==> src/rtl/inst_cache_ctrl.sv <==
`default_nettype none
// ============================================================================
// Module      : inst_cache_ctrl
// Description : Direct-mapped, read-only instruction cache controller. Tag and
//               valid arrays live here; line data lives in an external SRAM
//               with asynchronous read. Misses fetch a whole block from DRAM
//               and write it to the SRAM in a single FILL cycle.
// Revision    : 1.0 - initial release
// ============================================================================
module inst_cache_ctrl #(
    parameter int ADDR_W      = 32,
    parameter int INDEX_W     = 4,
    parameter int WORD_W      = 32,
    parameter int BLOCK_WORDS = 4
) (
    input  logic                          clock,
    input  logic                          reset_n,
    input  logic                          cpu_req,
    input  logic [ADDR_W-1:0]             cpu_addr,
    output logic                          cpu_ready,
    output logic [WORD_W-1:0]             cpu_inst,
    input  logic                          flush,
    output logic                          sram_we,
    output logic [INDEX_W-1:0]            sram_index,
    output logic [WORD_W*BLOCK_WORDS-1:0] sram_wdata,
    input  logic [WORD_W*BLOCK_WORDS-1:0] sram_rdata,
    output logic                          mem_req,
    output logic [ADDR_W-1:0]             mem_addr,
    input  logic                          mem_ready,
    input  logic [WORD_W*BLOCK_WORDS-1:0] mem_rdata,
    output logic [15:0]                   miss_count
);

    localparam int c_OFF_W  = $clog2(BLOCK_WORDS);
    localparam int c_LSB_W  = 2 + c_OFF_W;
    localparam int c_TAG_W  = ADDR_W - c_LSB_W - INDEX_W;
    localparam int c_LINES  = 1 << INDEX_W;
    localparam int c_LINE_W = WORD_W * BLOCK_WORDS;

    localparam logic [1:0] c_IDLE = 2'd0;
    localparam logic [1:0] c_MISS = 2'd1;
    localparam logic [1:0] c_FILL = 2'd2;

    logic [1:0]          r_state;
    logic                r_mem_req;
    logic [ADDR_W-1:0]   r_mem_addr;
    logic                r_sram_we;
    logic [INDEX_W-1:0]  r_fill_index;
    logic [c_TAG_W-1:0]  r_fill_tag;
    logic [c_LINE_W-1:0] r_block;
    logic [15:0]         r_miss_count;

    logic [c_LINES-1:0]  r_valid;
    logic [c_TAG_W-1:0]  r_tag [c_LINES];

    logic [c_OFF_W-1:0]  w_word;
    logic [INDEX_W-1:0]  w_index;
    logic [c_TAG_W-1:0]  w_tag;
    logic [1:0]          w_unused_byte_ofs;
    logic                w_hit;
    logic [WORD_W-1:0]   w_words [BLOCK_WORDS];

    // Fetch address fields; the byte offset never matters for word fetches
    assign w_word            = cpu_addr[2 +: c_OFF_W];
    assign w_index           = cpu_addr[c_LSB_W +: INDEX_W];
    assign w_tag             = cpu_addr[ADDR_W-1 -: c_TAG_W];
    assign w_unused_byte_ofs = cpu_addr[1:0];

    // Unpack the SRAM line into words for the word-offset mux
    for (genvar g = 0; g < BLOCK_WORDS; g++) begin : g_words
        assign w_words[g] = sram_rdata[g*WORD_W +: WORD_W];
    end

    // A hit is only recognised in IDLE so MISS/FILL never return data
    assign w_hit = (r_state == c_IDLE) && cpu_req && r_valid[w_index] &&
                   (r_tag[w_index] == w_tag);

    assign cpu_ready  = w_hit;
    assign cpu_inst   = w_hit ? w_words[w_word] : '0;
    assign sram_index = (r_state == c_IDLE) ? w_index : r_fill_index;
    assign sram_we    = r_sram_we;
    assign sram_wdata = r_block;
    assign mem_req    = r_mem_req;
    assign mem_addr   = r_mem_addr;
    assign miss_count = r_miss_count;

    // Miss/refill sequencer with registered DRAM request and SRAM write strobe
    always_ff @(posedge clock or negedge reset_n) begin
        if (!reset_n) begin
            r_state      <= c_IDLE;
            r_mem_req    <= 1'b0;
            r_mem_addr   <= '0;
            r_sram_we    <= 1'b0;
            r_fill_index <= '0;
            r_fill_tag   <= '0;
            r_block      <= '0;
            r_miss_count <= '0;
        end else begin
            case (r_state)
                c_IDLE: begin
                    r_sram_we <= 1'b0;
                    if (cpu_req && !w_hit) begin
                        r_state      <= c_MISS;
                        r_mem_req    <= 1'b1;
                        r_mem_addr   <= {w_tag, w_index, {c_LSB_W{1'b0}}};
                        r_fill_index <= w_index;
                        r_fill_tag   <= w_tag;
                        r_miss_count <= r_miss_count + 16'd1;
                    end
                end
                c_MISS: begin
                    // The miss runs to completion even if cpu_req drops
                    if (mem_ready) begin
                        r_state   <= c_FILL;
                        r_mem_req <= 1'b0;
                        r_block   <= mem_rdata;
                        r_sram_we <= 1'b1;
                    end
                end
                c_FILL: begin
                    r_state   <= c_IDLE;
                    r_sram_we <= 1'b0;
                end
                default: begin
                    r_state   <= c_IDLE;
                    r_mem_req <= 1'b0;
                    r_sram_we <= 1'b0;
                end
            endcase
        end
    end

    // Tag/valid arrays: FILL installs the line, flush wins over the install
    always_ff @(posedge clock or negedge reset_n) begin
        if (!reset_n) begin
            r_valid <= '0;
            for (int i = 0; i < c_LINES; i++) begin
                r_tag[i] <= '0;
            end
        end else begin
            if (r_state == c_FILL) begin
                r_tag[r_fill_index]   <= r_fill_tag;
                r_valid[r_fill_index] <= 1'b1;
            end
            if (flush) begin
                r_valid <= '0;
            end
        end
    end

endmodule
`default_nettype wire
==> config.mk <==
export PLATFORM = sky130hd
export DESIGN_NAME = inst_cache_ctrl
export DESIGN_NICKNAME = d
export VERILOG_FILES = /design/src/rtl/inst_cache_ctrl.sv
export SDC_FILE = /design/constraint.sdc
export NUM_CORES = 1
export LEC_CHECK = 0
export CORE_ASPECT_RATIO = 0.6
export CORE_UTILIZATION = 50
export CTS_CLUSTER_DIAMETER = 60
export CTS_CLUSTER_SIZE = 30
export DETAILED_ROUTE_END_ITERATION = 12
export GPL_TIMING_DRIVEN = 0
export PLACE_DENSITY = 0.77
export SLEW_MARGIN = 15
export SYNTH_ARGS = -nofsm -noshare
export SYNTH_HDL_FRONTEND = slang
export SYNTH_SLANG_ARGS = --single-unit
export TNS_END_PERCENT = 20
==> constraint.sdc <==
create_clock -name clock -period 6.2 [get_ports clock]
set_clock_uncertainty 0.1 [all_clocks]
set_input_delay 1.24 -clock clock [delete_from_list [all_inputs] [get_ports clock]]
set_output_delay 1.24 -clock clock [all_outputs]
set_load 0.1 [all_outputs]
==> Word-level counts from Yosys, hierarchy flattened <==
Cells that the tools add are included.
Widths: inputs -> output; s select.
{ "word_totals": {"regBits": 604, "inputBits": 293, "out_inout_bits": 215, "elab_cells": 81} }
{ "op_classes": {"n_addsub": 1, "n_lt_le_gt_ge": 7, "n_eq_ne": 5, "mux": 25, "n_bitwise": 5, "n_reduce_logical": 13} }
{ "op_table": {"columns": ["operator", "n"], "rows": [
  ["$bwmux 384", 1],
  ["$bmux 24 s4", 1],
  ["$demux 24 s4", 1],
  ["$mux 32", 3],
  ["$mux 24", 3],
  ["$bmux 32 s2", 1],
  ["$mux 16", 2],
  ["$eq 24x24->1", 1],
  ["$add 16x1->16 const B", 1],
  ["$or 16x16->16", 1],
  ["$ge 5x5->1 const B", 2],
  ["$lt 4x5->1 const B", 2],
  ["$not 4->5", 2],
  ["$logic_and 1x1->1", 6],
  ["$mux 1", 6],
  ["$reduce_and 2->1", 3],
  ["$lt 5x1->1 const B", 1],
  ["$bmux 1 s4", 1],
  ["$demux 1 s4", 1],
  ["$ge 4x1->1 const B", 1],
  ["$mux 2", 2],
  ["$mux 4", 1],
  ["$pmux 2 s2", 1],
  ["$ge 3x3->1 const B", 1],
  ["11 further kinds", 11]
]} }

==> Depth between registers and ports, before layout <==
Gate-level depths: netlist of run 1.
{ "depth": {"word_depth": 10, "depth_mapped": 12, "depth_no_buf": 8} }

==> Worst setup path after synthesis of run 1 <==
OpenSTA, ideal clock, no wires.
{ "synth_path": {"kind": "input -> output", "start": "input port cpu_addr[5]", "end": "output port cpu_inst[10]", "arrival_time_ns": 5.066, "t_required_ns": 4.860, "setup_slack_ns": -0.206, "path_stages": 12, "path_buffers": 4, "cell_sequence": "clkbuf_1 > buf_2 > clkbuf_1 > mux4_2 > a22oi_1 > nand3_1 > xor2_1 > nand4bb_1 > nor4b_2 > nand3_1 > clkbuf_1 > nor2b_1"} }
{ "synth_via": {"elab_chain_cells": 7, "elab_cells_between_ends": 10, "cone_classes": "eq/ne: 1; mux: 6; bitwise: 1; reduce/logical: 2"} }
{ "synth_lines": {"columns": ["element", "line_no", "rtl"], "rows": [
  ["start, declared", "19", "input logic [ADDR_W-1:0] cpu_addr,"],
  ["$not 4->5 (not written as such)", "76", "(r_tag[w_index] == w_tag);"],
  ["$bmux 24 s4", "76", null],
  ["$mux 24 (not written as such) (2 in a row)", "76", null],
  ["$eq 24x24->1", "76", null],
  ["$logic_and 1x1->1 *", "75", "assign w_hit = (r_state == c_IDLE) && cpu_req && r_valid[w_index] &&"],
  ["$mux 32 *", "79", "assign cpu_inst = w_hit ? w_words[w_word] : '0;"],
  ["end, declared", "21", "output logic [WORD_W-1:0] cpu_inst,"]
]} }
Mark *: on every way between the ends. The rest lies on a longest branch, timed or not. The select of a mux whose other input is x is not followed.

==> Worst setup path in the final report of run 1 <==
{ "layout_path": {"start": "input port cpu_addr[7]", "end": "output port cpu_inst[1]"} }
Same word-level chain as after synthesis.

==> results.json, run 1 <==
{
  "status": "finished clean",
  "fp.dieW_um": 299.1,
  "cp-start-kind": "primary input",
  "holdWs_ps": 379.7,
  "area_delta_synth_final_pct": 27.66,
  "fin_crit_sh": 0.9962,
  "clock_path_buffers": 3,
  "end_kind": "output pin",
  "grt_first_pass_wirelength_um": 131400,
  "grt_antenna_before_repair": 2,
  "slowest_delay_ps": 720,
  "dp_worst_setup_slack_ps": -2273,
  "clk_latency_ps": 590,
  "cp_max_fo": 10,
  "synth-seq-cells": 576,
  "final_cell_mix": "dfrtp_1, clkdlybuf4s50_1, nand2_1",
  "grt_usage": 0.3294,
  "timing.fmax_ghz": 0.1619,
  "drc_errors": 0,
  "synth_area_leader_cell": "dfrtp_1",
  "ctsHoldBuffers": 0,
  "syn-cell-area_um2": 26480,
  "dr_wl_met2_um": 39670,
  "dp.cells": 3208,
  "wl_per_cell_um": 26.87,
  "ant_nets": 0,
  "start_util": 0.5127,
  "wirelength_um": 88030,
  "path_delay_family": "buffers and inverters",
  "cellPowerDensity_nw_per_um2": 509.5,
  "timing.final.ws_setup_ps": 23.58,
  "die_area_um2": 53910,
  "cap_violations": 0,
  "final_util": 0.6545,
  "grt_max_degree": 107,
  "critPathRequiredTime_ps": 4860,
  "synth.avg_cell_area_um2": 13.17,
  "cts_made_buffers": 34,
  "synth_edf_count": 0,
  "final_common_cell": "dfrtp_1",
  "first_iter_violations": 1776,
  "hold_violations": 0,
  "tightest_slew_ps": 1288,
  "route.met3.wl_um": 8487,
  "crit_chain": "buf_2, clkbuf_1, mux2i_1, mux2i_1, xnor2_1, nand4bb_1, nor4b_4, buf_4, nand3_4, nor2b_1, clkdlybuf4s15_2",
  "synth_top_area_frac": 0.5443,
  "arrival_ps": 4840,
  "synth.top_cells.by_area": "dfrtp_1, mux2_2, mux4_2",
  "crit_type": "primary input to output pin",
  "layout.area.seq_um2": 14410,
  "die_h_um": 180.3,
  "ys.flop_type": "dfrtp_1",
  "fp-row-count": 64,
  "core_um2": 51650,
  "slew_headroom": 0.1411,
  "syn-instance-count": 2011,
  "min_period_ps": 6176,
  "place.gp.congestion": 0.9472,
  "async_flop_share": 1.000,
  "grt.overflow.total": 0,
  "dp_hpwl_um": 65920,
  "viasPerCell": 5.858,
  "n_fill_cell": 3885,
  "cts_sinks": 576,
  "drt-met1-wl_um": 36890,
  "pin_count": 508,
  "maxSlewViolCount": 0,
  "synth_cell_type_count": 61,
  "drive_gt1_frac": 0.2767,
  "multi_input_area_um2": 11420,
  "clock-root-buffer": "clkbuf_16",
  "fin_cells": 3276,
  "finalPower_mw": 17.22,
  "setup_viol": 0,
  "critPathMostFrequentCell": "mux2i_1",
  "cts_tree": "done",
  "ys_warn_count": 0,
  "grt_pass1_vias": 19910,
  "vdd.ir_drop.worst_mv": 0.4870,
  "fin_nets": 2850,
  "htreeDepth": 2,
  "holdCritPathClass": "flop to flop",
  "top_layer_used": "met4",
  "cpMaxStageDelayCell": "clkbuf_1",
  "drt_pass1_iterations": 5,
  "p_leak_nw": 15.66,
  "crit_buf_inv": 4,
  "ys_seq_area_frac": 0.5443,
  "port_buffers": 495,
  "clk_pin_slew_ps": 90,
  "via_count": 19190
}
-- flip-flops by register name (all words and copies together) (netlist names) --
register / count
r_tag: 384
sram_wdata: 128
r_fill_tag: 24
miss_count: 16
r_valid: 16
r_fill_index: 3
r_state: 2
mem_addr: 1
mem_req: 1
sram_we: 1
-- kinds of logic after synthesis --
kind of cell,Yosys count,synth area share
mux,582,0.3010
flops,576,0.5443
xor+xnor,32,0.01058
buf+inv,167,0.02812
fa+ha+maj,1,0.0004724
simple gates,571,0.09332
compound gates,81,0.02207
other cells,1,0.0001416
-- layer usage --
| metal | vias up | GRT usage |
|---|---|---|
| met5 | - | 0 |
| met2 | 884 | 0.4966 |
| met1 | 9975 | 0.4610 |
| met3 | 165 | 0.09488 |
| met4 | 0 | 0.1059 |
| li1 | 8166 | - |
-- repair_timing --
item	4_1_cts	5_1_grt
endpoints found under the setup margin	33	31
setup buffers	5	0
endpoints found under the hold margin	0	0
resized for setup	212	52
pin swaps	3	1
-- power breakdown --
group          leakage [nW]  switching, mW  internal (mW)
sequential             7.55          0.989           5.13
combinational          7.54           5.96           2.56
clock                 0.574           1.42           1.16
total                  15.7           8.37           8.85
-- worst paths after layout --
check | from | slack [ps] | cells past startpoint | endpoint
setup / recovery | cpu_addr[7] | 20 | 11 | cpu_inst[1]
hold / removal | sram_wdata[13] | 380 | 2 | sram_wdata[13]
setup reg to reg | r_tag[99] | 2410 | 11 | r_fill_tag[14]
hold reg to reg | sram_wdata[13] | 380 | 2 | sram_wdata[13]
max in group asynchronous | reset_n | 3930 | 3 | r_tag[211]
min in group asynchronous | reset_n | 560 | 1 | r_tag[75]
-- worst min-delay path: stages, from the launching register on --
cell and delay [ps]:
dfrtp_1 350, nand2_1 50, nand2_1 50
-- area by class of cell --
| cell class | instances | share of cell area |
|---|---|---|
| sequential | 576 | 0.4264 |
| antenna | 3 | 0.0002221 |
| timing repair buffer | 506 | 0.1512 |
| multi-input combinational | 1271 | 0.3379 |
| clock inverter | 24 | 0.008476 |
| buffer | 145 | 0.02162 |
| tap | 693 | 0.02565 |
| inverter | 22 | 0.002443 |
| clock buffer | 36 | 0.02602 |
-- Yosys cell counts, drive strengths merged (2+ instances only) --
cell,instances
nand3,23
o21ai,7
a311oi,3
o221ai,3
and4,4
nand2,414
nand3b,2
and3,7
or3,3
mux2,425
and2,3
a41o,2
inv,22
or2,2
a211oi,11
nor4,4
o21a,2
nor3,8
nor2,32
nand2b,9
nor2b,43
a22oi,8
a311o,3
nand4b,2
o22ai,6
xnor2,22
mux2i,33
clkbuf,107
buf,38
mux4,124
a21oi,16
dfrtp,576
o31ai,2
xor2,10
a31o,5
a21o,4
nand4,11
-- metrics by stage --
stage	setup TNS, ps	instance area [um2]
after floorplan	-5981	26490
after global placement	-	32310
after detailed placement	-69030	32470
after CTS	0	33670
after global routing	-2.119	33800
final	0	33800
(Power assumes the default switching activity.)
==> run 2: changes to the inputs <==
Settings changed: HOLD_SLACK_MARGIN from default to 0.02, RECOVER_POWER from default to 100.
==> run 2 against run 1 <==
The run now ends with capacitance limit, slew limit left; global-route usage did not move; total power is 1.6% lower; final area is 0.45% lower; hold slack got worse by 5.2 ps; wire length about the same; clock-buffer cell count unchanged; non-clock buffer count unchanged; combinational power is 3.0% lower; sequential share of layout area up 0.19 points.
==> results.json, run 2 (synthesized netlist as in run 1, its figures left out) <==
{
  "fp.dieW_um": 299.1,
  "final_cell_mix": "dfrtp_1, nand2_1, mux2_2",
  "status": "finished, violations left",
  "min_period_ps": 6167,
  "seqPwrFrac": 0.359,
  "cap_violations": 2,
  "power.internal_mw": 8.605,
  "cts_sinks": 576,
  "netSwitchingPower_mw": 8.339,
  "port_buffers": 495,
  "arrival_ps": 4830,
  "drive_gt1_frac": 0.2678,
  "grt_antenna_before_repair": 2,
  "core_um2": 51650,
  "area_delta_synth_final_pct": 27.09,
  "viasPerCell": 5.887,
  "dp_hpwl_um": 65920,
  "grt_pass1_vias": 19910,
  "violations": "capacitance limit, slew limit",
  "hold_violations": 0,
  "grt_first_pass_wirelength_um": 131400,
  "place.gp.congestion": 0.9472,
  "finalSetupTns_ps": 0,
  "clock-root-buffer": "clkbuf_16",
  "largest_register_ff_count": 384,
  "drc_errors": 0,
  "pwr-share-comb": 0.488,
  "dp_worst_setup_slack_ps": -2273,
  "end_kind": "output pin",
  "die_area_um2": 53910,
  "crit_type": "primary input to output pin",
  "cts_made_buffers": 34,
  "wl_per_cell_um": 26.85,
  "final_common_cell": "dfrtp_1",
  "dp.cells": 3208,
  "p_leak_nw": 15.74,
  "die_h_um": 180.3,
  "htreeDepth": 2,
  "finalPower_mw": 16.94,
  "clock_path_buffers": 3,
  "start_util": 0.5127,
  "switching_share": 0.4922,
  "pin_count": 508,
  "clock_power_share": 0.153,
  "first_iter_violations": 1832,
  "tightest_slew_ps": 4404,
  "maxSlewViolCount": 96,
  "drt_pass1_iterations": 5,
  "wirelength_um": 87950,
  "vdd.ir_drop.worst_mv": 0.4713,
  "cp_max_fo": 10,
  "cp-start-kind": "primary input",
  "timing.final.ws_setup_ps": 32.82,
  "ctsHoldBuffers": 0,
  "fp-row-count": 64,
  "setup_viol": 0,
  "ant_nets": 0,
  "grt.overflow.total": 0,
  "final_cell_area_um2": 33650,
  "grt_max_degree": 107,
  "placed_cell_area_um2": 32470,
  "cellPowerDensity_nw_per_um2": 503.5,
  "slew_headroom": -1.936,
  "clk_pin_slew_ps": 90,
  "fin_nets": 2850,
  "holdCritPathClass": "flop to flop",
  "fin_crit_sh": 0.9947,
  "fin_cells": 3276,
  "grt_usage": 0.3294,
  "timing.fmax_ghz": 0.1621,
  "regMostFlops": "r_tag",
  "critPathRequiredTime_ps": 4860,
  "clk_latency_ps": 590,
  "cts_tree": "done",
  "via_count": 19290
}
## run 2: cell count changes in the layout (fill, tap and decap cells not counted), sizes merged
cell / before / now
clkdlybuf4s25: 0 / 1
clkdlybuf4s50: 461 / 282
dlygate4sd3: 0 / 179
clkbuf: 154 / 165
buf: 69 / 57
## run 2: layer usage
metal | vias up | share of wire | global-route usage
met3 | 168 | 0.098 | 0.09488
li1 | 8160 | - | -
met2 | 965 | 0.45 | 0.4966
met1 | 9992 | 0.42 | 0.4610
met4 | 0 | 0.037 | 0.1059
met5 | - | 0 | 0
## run 2: metrics by stage
| step | hold WS, ps | util |
|---|---|---|
| finish | 374.5 | 0.6516 |
| global placement | 358.6 | 0.6256 |
| CTS | 383.3 | 0.6520 |
| global route | 392.2 | 0.6515 |
| detailed placement | 361.5 | 0.6286 |
| floorplan | 360.8 | - |
## run 2: final timing paths
| path | from | endpoint | slack [ps] | cells past startpoint |
|---|---|---|---|---|
| hold reg to reg | sram_wdata[55] | sram_wdata[55] | 370 | 2 |
| min in group asynchronous | reset_n | r_tag[75] | 2370 | 1 |
| max in group asynchronous | reset_n | r_tag[273] | 800 | 3 |
| setup / recovery | cpu_addr[7] | cpu_inst[1] | 30 | 12 |
| hold / removal | sram_wdata[55] | sram_wdata[55] | 370 | 2 |
| setup reg to reg | r_tag[99] | r_fill_tag[14] | 1040 | 11 |
## run 2: what timing repair did
action                                  CTS  global route
setup buffers                             5             0
pin swaps                                 3             1
gates resized for setup                 212            52
endpoints found under the setup margin   33            31
## run 2: power groups by stage
stage	registers, mW	clock network, mW	logic [mW]
floorplan	9.71	0	2.34
detailed placement	6.15	0	8.46
global route	6.25	2.76	8.58
CTS	6.09	2.62	8.51
global placement	6.08	0	8.32
finish	6.09	2.59	8.27
## run 2: layout make-up
type	instances	area (um2)
multi-input cells	1271	11350
plain buffers	145	720.7
inverters	22	82.58
clock inverters	24	286.5
fillers	3927	18000
clock buffers	36	879.6
repair buffers	506	5049
well taps	693	867.1
diodes	3	7.507
flip-flops and latches	576	14410
## run 2: worst max-delay path, cell delays in order
cell             delay, ps
buf_2                  270
clkbuf_1               730
nand2_1                410
nor3_1                 330
nor4_1                 110
nand3_1                130
nand4bb_1              160
nor4b_4                290
buf_4                  190
nand3_4                160
nor2b_1                210
clkdlybuf4s15_2        580
